### config.mk
export PLATFORM = sky130hd
export DESIGN_NAME = vga_timing_gen
export DESIGN_NICKNAME = d
export VERILOG_FILES = /design/src/rtl/vga_timing_pkg.sv /design/src/rtl/vga_timing_gen_sync_delay_line.sv /design/src/rtl/vga_timing_gen.sv
export SDC_FILE = /design/constraint.sdc
export NUM_CORES = 1
export LEC_CHECK = 0
export ABC_AREA = 0
export CORE_MARGIN = 5
export CORE_UTILIZATION = 35
export DETAILED_ROUTE_END_ITERATION = 8
export DONT_BUFFER_PORTS = 1
export HOLD_SLACK_MARGIN = 0.05
export PLACE_DENSITY = 0.57
export SLEW_MARGIN = 20
export SYNTH_ARGS = -nofsm -noshare
export SYNTH_HDL_FRONTEND = slang
export SYNTH_HIERARCHICAL = 1
export SYNTH_SLANG_ARGS = --single-unit
### constraint.sdc
create_clock -name vga_clock -period 3.8 [get_ports vga_clock]
set_input_delay 0.76 -clock vga_clock [delete_from_list [all_inputs] [get_ports vga_clock]]
set_output_delay 0.76 -clock vga_clock [all_outputs]
set_load 0.1 [all_outputs]
### src/rtl/vga_timing_pkg.sv
// Shared raster timing constants, default counter width and the sync/blank bundle type.
// Pure definitions with no logic, latency or flow control of its own.
package vga_timing_pkg;

  localparam int DEFAULT_CW     = 11;
  localparam int MAX_PIPE_DELAY = 15;

  // 640x480 @ 60 Hz
  localparam int VGA640_H_ACTIVE = 640;
  localparam int VGA640_H_FP     = 16;
  localparam int VGA640_H_SYNC   = 96;
  localparam int VGA640_H_BP     = 48;
  localparam int VGA640_V_ACTIVE = 480;
  localparam int VGA640_V_FP     = 10;
  localparam int VGA640_V_SYNC   = 2;
  localparam int VGA640_V_BP     = 33;

  // 1024x768 @ 60 Hz
  localparam int XGA1024_H_ACTIVE = 1024;
  localparam int XGA1024_H_FP     = 24;
  localparam int XGA1024_H_SYNC   = 136;
  localparam int XGA1024_H_BP     = 160;
  localparam int XGA1024_V_ACTIVE = 768;
  localparam int XGA1024_V_FP     = 3;
  localparam int XGA1024_V_SYNC   = 6;
  localparam int XGA1024_V_BP     = 29;

  typedef struct packed {
    logic hs;
    logic vs;
    logic blank;
  } sync_bus_t;

  function automatic logic in_window(input int pos, input int beg, input int len);
    return (pos >= beg) && (pos < beg + len);
  endfunction

endpackage

### src/rtl/vga_timing_gen_sync_delay_line.sv
// Enable-gated shift register, DEPTH enabled steps of latency (DEPTH=0 is a wire).
// Holds its contents whenever en_i is low; synchronous reset loads rst_val_i into every stage.
module sync_delay_line #(
  parameter int W     = 3,
  parameter int DEPTH = 0
) (
  input  logic         clk_i,
  input  logic         rst_i,
  input  logic         en_i,
  input  logic [W-1:0] rst_val_i,
  input  logic [W-1:0] d_i,
  output logic [W-1:0] q_o
);

  if (DEPTH == 0) begin : g_bypass
    logic unused_ctrl;
    assign unused_ctrl = ^{clk_i, rst_i, en_i, rst_val_i};
    assign q_o         = d_i;
  end else begin : g_pipe
    logic [W-1:0] stage_q [DEPTH];

    always_ff @(posedge clk_i) begin
      if (rst_i) begin
        for (int i = 0; i < DEPTH; i++) stage_q[i] <= rst_val_i;
      end else if (en_i) begin
        stage_q[0] <= d_i;
        for (int i = 1; i < DEPTH; i++) stage_q[i] <= stage_q[i-1];
      end
    end

    assign q_o = stage_q[DEPTH-1];
  end

endmodule

### src/rtl/vga_timing_gen.sv
// Raster counters with registered sync/blank aligned to hcount/vcount (zero latency), advancing only on pix_en.
// *_d outputs lag by PIPE_DELAY enabled steps; pix_en low freezes all state, reset overrides pix_en.
module vga_timing_gen
  import vga_timing_pkg::*;
#(
  parameter int   H_ACTIVE    = VGA640_H_ACTIVE,
  parameter int   H_FP        = VGA640_H_FP,
  parameter int   H_SYNC      = VGA640_H_SYNC,
  parameter int   H_BP        = VGA640_H_BP,
  parameter int   V_ACTIVE    = VGA640_V_ACTIVE,
  parameter int   V_FP        = VGA640_V_FP,
  parameter int   V_SYNC      = VGA640_V_SYNC,
  parameter int   V_BP        = VGA640_V_BP,
  parameter logic SYNC_ACTIVE = 1'b0,
  parameter int   CW          = DEFAULT_CW,
  parameter int   PIPE_DELAY  = 0
) (
  input  logic          vga_clock,
  input  logic          reset,
  input  logic          pix_en,
  output logic [CW-1:0] hcount,
  output logic [CW-1:0] vcount,
  output logic          hsync,
  output logic          vsync,
  output logic          blank,
  output logic          at_display_area,
  output logic          line_start,
  output logic          frame_start,
  output logic          hsync_d,
  output logic          vsync_d,
  output logic          blank_d
);

  localparam int H_TOTAL = H_ACTIVE + H_FP + H_SYNC + H_BP;
  localparam int V_TOTAL = V_ACTIVE + V_FP + V_SYNC + V_BP;

  localparam logic [CW-1:0] H_LAST    = CW'(H_TOTAL - 1);
  localparam logic [CW-1:0] V_LAST    = CW'(V_TOTAL - 1);
  localparam logic          SYNC_IDLE = ~SYNC_ACTIVE;
  localparam sync_bus_t     DLY_RST   = '{hs: SYNC_IDLE, vs: SYNC_IDLE, blank: 1'b1};

  if (H_TOTAL > (1 << CW)) begin : g_bad_h_total
    $error("vga_timing_gen: H_TOTAL does not fit in CW bits");
  end
  if (V_TOTAL > (1 << CW)) begin : g_bad_v_total
    $error("vga_timing_gen: V_TOTAL does not fit in CW bits");
  end
  if (PIPE_DELAY < 0 || PIPE_DELAY > MAX_PIPE_DELAY) begin : g_bad_delay
    $error("vga_timing_gen: PIPE_DELAY out of range");
  end

  logic [CW-1:0] hcnt_q, hcnt_d;
  logic [CW-1:0] vcnt_q, vcnt_d;
  logic          hs_q, hs_d;
  logic          vs_q, vs_d;
  logic          bl_q, bl_d;

  // Sync/blank are derived from the next counter values so the registers line up with the counters.
  always_comb begin
    hcnt_d = hcnt_q;
    vcnt_d = vcnt_q;
    if (pix_en) begin
      if (hcnt_q == H_LAST) begin
        hcnt_d = '0;
        vcnt_d = (vcnt_q == V_LAST) ? '0 : vcnt_q + CW'(1);
      end else begin
        hcnt_d = hcnt_q + CW'(1);
      end
    end
    hs_d = in_window(int'(hcnt_d), H_ACTIVE + H_FP, H_SYNC) ? SYNC_ACTIVE : SYNC_IDLE;
    vs_d = in_window(int'(vcnt_d), V_ACTIVE + V_FP, V_SYNC) ? SYNC_ACTIVE : SYNC_IDLE;
    bl_d = (int'(hcnt_d) >= H_ACTIVE) || (int'(vcnt_d) >= V_ACTIVE);
  end

  always_ff @(posedge vga_clock) begin
    if (reset) begin
      hcnt_q <= '0;
      vcnt_q <= '0;
      hs_q   <= SYNC_IDLE;
      vs_q   <= SYNC_IDLE;
      bl_q   <= 1'b0;
    end else if (pix_en) begin
      hcnt_q <= hcnt_d;
      vcnt_q <= vcnt_d;
      hs_q   <= hs_d;
      vs_q   <= vs_d;
      bl_q   <= bl_d;
    end
  end

  assign hcount          = hcnt_q;
  assign vcount          = vcnt_q;
  assign hsync           = hs_q;
  assign vsync           = vs_q;
  assign blank           = bl_q;
  assign at_display_area = ~bl_q;
  assign line_start      = pix_en && (hcnt_q == '0);
  assign frame_start     = line_start && (vcnt_q == '0);

  sync_bus_t cur_bus, dly_bus;
  assign cur_bus = '{hs: hs_q, vs: vs_q, blank: bl_q};

  sync_delay_line #(
    .W    ($bits(sync_bus_t)),
    .DEPTH(PIPE_DELAY)
  ) u_sync_delay (
    .clk_i    (vga_clock),
    .rst_i    (reset),
    .en_i     (pix_en),
    .rst_val_i(DLY_RST),
    .d_i      (cur_bus),
    .q_o      (dly_bus)
  );

  assign hsync_d = dly_bus.hs;
  assign vsync_d = dly_bus.vs;
  assign blank_d = dly_bus.blank;

endmodule

==> run summary, run 1 <==
Syn-to-layout area delta: 15.40%
cell internal power dissipation: 0.0003489 W
Tmin final: 3.244 ns
combinational share of power: 0.103
# IOs: 34
initial antenna violation count: 0
wire per inst: 15.26 um
CTS tree: yes
post-CTS sizing: 0
Hold Crit Class: input pin to register
post-synth net total: 195
hold_buf cts: 0
deepest clock path buffer count: 2
Initial Utilization: 0.3616
largest net degree at the start of global routing: 26
LEAKAGE: 0.5759 nW
Max Slew Vio Count: 0
Iteration-0 DRC Markers: 73
Post-DRT Antenna Nets: 0
clock slew at reported path FFs: 0.09 ns
via count: 1351
final wirelength: 3.739 mm
relative slew slack: 0.2630
H-tree Lvls: 1
Crit Path Class: register to output pin
f_max: 0.3083 GHz
Mapped Cells: 188
post-CTS setup buffer count: 0
sequential share of power: 0.562
Final Skew: 0.001253 ns
total power: 0.0004880 W
Clock power frac: 0.335
worst-margin pin slew: 1.104 ns
TritonCTS buffer count: 3
Power Density: 292.4 nW/um^2
Max VDD drop: 0.0001953 V
Core Area: 4000 sq um
CTS sink cnt: 25
final setup vio count: 0
unrepaired setup endpoints after global routing: false
WHS Path Cells: 1
final hold violations: 0
syn_area_per_cell: 7.694 sq um
crit start category: register
hpwl dp: 2.827 mm
switch share: 0.2849
setup TNS: 0 ns
GRT overflow: 0
Die W: 74.29 um
first-pass iteration count of the detailed router: 4
WP data arrival: 2.48 ns
CP endpoint kind: output pin
Post-Synthesis Cell Area: 1446 sq um
CTS root buffer: clkbuf_8
MaxCap Viol Count: 0
fraction of layout instances using a drive strength above 1: 0.1846
critical path peak fanout: 5
area of the die: 5518 sq um
Worst Reg-to-Reg Cells: 7
die height: 74.29 um
utilization after layout: 0.4173
Clk Latency, worst-skew pair: 0.27 ns
GRT Total Usage: 0.1425
synth warn: 6
final period utilization: 0.8537
global placer's final weighted congestion: 0.8487
Final #Nets: 203
status: complete, no violations
drt via density: 5.514
fillers: 403
# DRC: 0
vias in the first global route: 1242
first-pass GRT wire length: 6.182 mm
IO Port Bufs: 0
Worst Path Required: 3.04 ns
final antenna diode count: 0
NetSw: 0.0001390 W
Rows: 23
## worst max-delay path, cell delays in order (launching register included)
cell,delay (ns)
dfxtp_4,0.47
or4_4,0.58
or4_4,0.44
nor4_4,0.26
and4_4,0.28
buf_12,0.17
## registers in the layout (all words and copies together) (netlist names)
register / flops
hsync: 1
blank: 1
vcount: 11
vsync: 1
hcount: 11
## path summary, 6_finish.rpt
path         startpoint  slack, ns           to
min               reset       0.54    hcount[6]
min reg2reg   vcount[5]       0.59    vcount[5]
max           hcount[7]       0.56  frame_start
max reg2reg   hcount[1]       0.56        blank
## metrics by stage
step / setup WS, ns / instance area (sq um) / hold WS [ns] / instances
after floorplan: -0.1023 / 1496 / 0.7062 / 188
after global placement: 0.6604 / 1623 / 0.5484 / 241
after detailed placement: 0.6050 / 1623 / 0.5546 / 241
after CTS: 0.5349 / 1669 / 0.5360 / 245
after global routing: 0.4161 / 1669 / 0.5341 / 245
final: 0.5561 / 1669 / 0.5391 / 245
## metal layers
layer  wire length (um)  track usage  vias to the layer above
li1                   -            -                      681
met1               1611       0.1758                      615
met2               1798       0.2421                       50
met3                268      0.02703                        5
met4                 60      0.06126                        0
met5                  0            0                        -
## power by group through the flow
stage | Sequential (W) | Clock, W | Combinational, W
global route | 0.000275 | 0.000176 | 0.0000524
detailed placement | 0.000280 | 0 | 0.0000506
floorplan | 0.000285 | 0 | 0.0000401
finish | 0.000274 | 0.000164 | 0.0000502
CTS | 0.000274 | 0.000165 | 0.0000506
global placement | 0.000280 | 0 | 0.0000503
## layout make-up
class                           instances  area, sq um  share of cell area
Tap cell                               50        62.56             0.03748
Multi-Input combinational cell        143        879.6              0.5270
Sequential cell                        25        521.8              0.3126
Inverter                                7        26.28             0.01574
Clock inverter                          1        5.005            0.002999
Clock buffer                            3        41.29             0.02474
Timing Repair Buffer                   16        132.6             0.07946
## layout by cell type (no fill, tap or decap), drive strengths merged, types with 2 or more instances in the layout
cell type / instances
dfxtp: 25
nor2: 25
a31oi: 4
nor4: 3
and3: 4
a21oi: 11
nor2b: 2
inv: 7
nor3: 14
ha: 4
nand4: 6
xnor2: 5
buf: 16
nand2: 17
mux2i: 4
o21ai: 7
nor3b: 2
or4: 7
clkbuf: 3
nand3: 10
xor2: 5
Note: power is estimated with default switching activity, not from simulation.
==> run 2, diff against run 1 <==
--- a/config.mk
+++ b/config.mk
@@ -12,6 +12,7 @@
 export DONT_BUFFER_PORTS = 1
 export HOLD_SLACK_MARGIN = 0.05
 export PLACE_DENSITY = 0.57
+export SKIP_LAST_GASP = 1
 export SLEW_MARGIN = 20
 export SYNTH_ARGS = -nofsm -noshare
 export SYNTH_HDL_FRONTEND = slang
==> results of run 2 <==
The final DEF is identical to that of run 1; final timing and power are the same.
==> run 3, diff against run 2 <==
--- a/config.mk
+++ b/config.mk
@@ -10,8 +10,9 @@
 export CORE_UTILIZATION = 35
 export DETAILED_ROUTE_END_ITERATION = 8
 export DONT_BUFFER_PORTS = 1
+export GPL_TIMING_DRIVEN = 0
 export HOLD_SLACK_MARGIN = 0.05
-export PLACE_DENSITY = 0.57
+export PLACE_DENSITY = 0.59
 export SKIP_LAST_GASP = 1
 export SLEW_MARGIN = 20
 export SYNTH_ARGS = -nofsm -noshare
==> constraint.sdc (replaced) <==
create_clock -name vga_clock -period 2.7 [get_ports vga_clock]
set_input_delay 0.54 -clock vga_clock [delete_from_list [all_inputs] [get_ports vga_clock]]
set_output_delay 0.54 -clock vga_clock [all_outputs]
set_load 0.1 [all_outputs]
==> run summary, run 3 (synthesis gave the netlist of run 1 again) <==
Post-DRT Antenna Nets: 0
sequential share of power: 0.561
commonest non-fill, non-tap cell in the layout: nor2_1
CP endpoint kind: output pin
unrepaired setup endpoints after global routing: true
f_max: 0.3407 GHz
GRT Total Usage: 0.1524
GRT overflow: 0
wire per inst: 16.16 um
Worst Reg-to-Reg Cells: 7
H-tree Lvls: 1
Max VDD drop: 0.0001790 V
final setup vio count: 5
final hold violations: 0
critical path peak fanout: 5
fraction of layout instances using a drive strength above 1: 0.2906
MaxCap Viol Count: 0
Power Density: 374.1 nW/um^2
pre-CTS setup slack: -0.4727 ns
CTS tree: yes
die height: 74.29 um
LEAKAGE: 0.6558 nW
Clk Latency, worst-skew pair: 0.27 ns
Die W: 74.29 um
area of the die: 5518 sq um
Core Area: 4000 sq um
most frequent cells in the layout: nor2_1, nand2_1, buf_4
vias in the first global route: 1270
drt via density: 5.542
largest net degree at the start of global routing: 14
Tmin final: 2.935 ns
via count: 1402
first-pass iteration count of the detailed router: 4
Post-DP Area: 1603 sq um
NetSw: 0.0002029 W
WHS Path Cells: 1
Final Skew: 0.001979 ns
Final Cell Area: 1859 sq um
initial antenna violation count: 0
CTS sink cnt: 25
final setup margin: -0.2347 ns
setup TNS: -0.6582 ns
IO Port Bufs: 0
clock slew at reported path FFs: 0.09 ns
global placer's final weighted congestion: 0.8948
Crit Path Class: register to output pin
relative slew slack: 0.2553
cell internal power dissipation: 0.0004927 W
Max Slew Vio Count: 0
fillers: 375
CTS root buffer: clkbuf_8
Hold Crit Class: input pin to register
combinational share of power: 0.106
Clock power frac: 0.333
# IOs: 34
final wirelength: 4.089 mm
status: finished with violations
Initial Utilization: 0.3616
crit start category: register
switch share: 0.2916
final antenna diode count: 0
hpwl dp: 2.778 mm
deepest clock path buffer count: 2
Syn-to-layout area delta: 28.55%
worst-margin pin slew: 1.116 ns
TritonCTS buffer count: 3
utilization after layout: 0.4648
WP data arrival: 2.39 ns
Iteration-0 DRC Markers: 97
violated checks: negative setup slack
Rows: 23
Final #Nets: 211
Worst Path Required: 2.16 ns
hold_buf cts: 0
final period utilization: 1.087
# DRC: 0
first-pass GRT wire length: 6.555 mm
[run 3: cell types whose count changed in the layout (fill, tap and decap cells not counted), moves of 2 or more]
cell,delta
dfxtp_2,+5
dfxtp_4,+4
nor3_2,-2
nor3_4,+3
buf_8,+2
clkbuf_1,+7
dfxtp_1,-9
nor4_1,-2
or4_4,+2
buf_4,-2
or4_1,-2
[run 3: area by class of cell]
type	instances	area, sq um	area share
Multi-Input combinational cell	143	988.4	0.5316
Sequential cell	25	543.0	0.2921
Timing Repair Buffer	12	113.9	0.06124
Buffer	12	80.08	0.04307
Tap cell	50	62.56	0.03365
Clock buffer	4	45.04	0.02423
Inverter	7	26.28	0.01413
[run 3: power by group through the flow]
stage,Clock (W),Combinational [W],Sequential [W]
2_1_floorplan,0,0.0000562,0.000400
3_3_place_gp,0,0.0000634,0.000401
3_5_place_dp,0,0.0000718,0.000401
4_1_cts,0.000240,0.0000739,0.000391
5_1_grt,0.000253,0.0000787,0.000391
6_report,0.000232,0.0000737,0.000390
[run 3: path summary, 6_finish.rpt]
check                  from           to  slack (ns)
hold reg to reg   hcount[0]    hcount[0]        0.66
setup / recovery  hcount[7]  frame_start       -0.23
setup reg to reg  hcount[7]        blank       -0.18
hold / removal        reset    hcount[5]        0.32
[run 3: critical path, cell delays in order (launching register included)]
cell,delay (ns)
dfxtp_4,0.47
or4_4,0.57
or4_4,0.44
nor4_4,0.17
and4_4,0.47
[run 3: routing by layer]
metal | wire [um] | vias up | GRT usage
met3 | 295 | 8 | 0.04054
met2 | 1876 | 53 | 0.2264
met4 | 66 | 0 | 0.05534
met1 | 1850 | 641 | 0.2123
li1 | - | 700 | -
met5 | 0 | - | 0
[run 3: timing repair]
item,in CTS,in global routing
gates resized for setup,29,8
setup endpoints to repair,6,5
buffers inserted,7,4
hold endpoints to repair,0,0
pin swaps,11,7
[run 3: metrics by stage]
step | power, W | hold slack (ns) | instances
finish | 0.0006956 | 0.3171 | 253
global route | 0.0007233 | 0.3025 | 253
CTS | 0.0007049 | 0.3093 | 250
detailed placement | 0.0004724 | 0.6059 | 239
global placement | 0.0004640 | 0.6043 | 238
floorplan | 0.0004559 | 0.6019 | 188
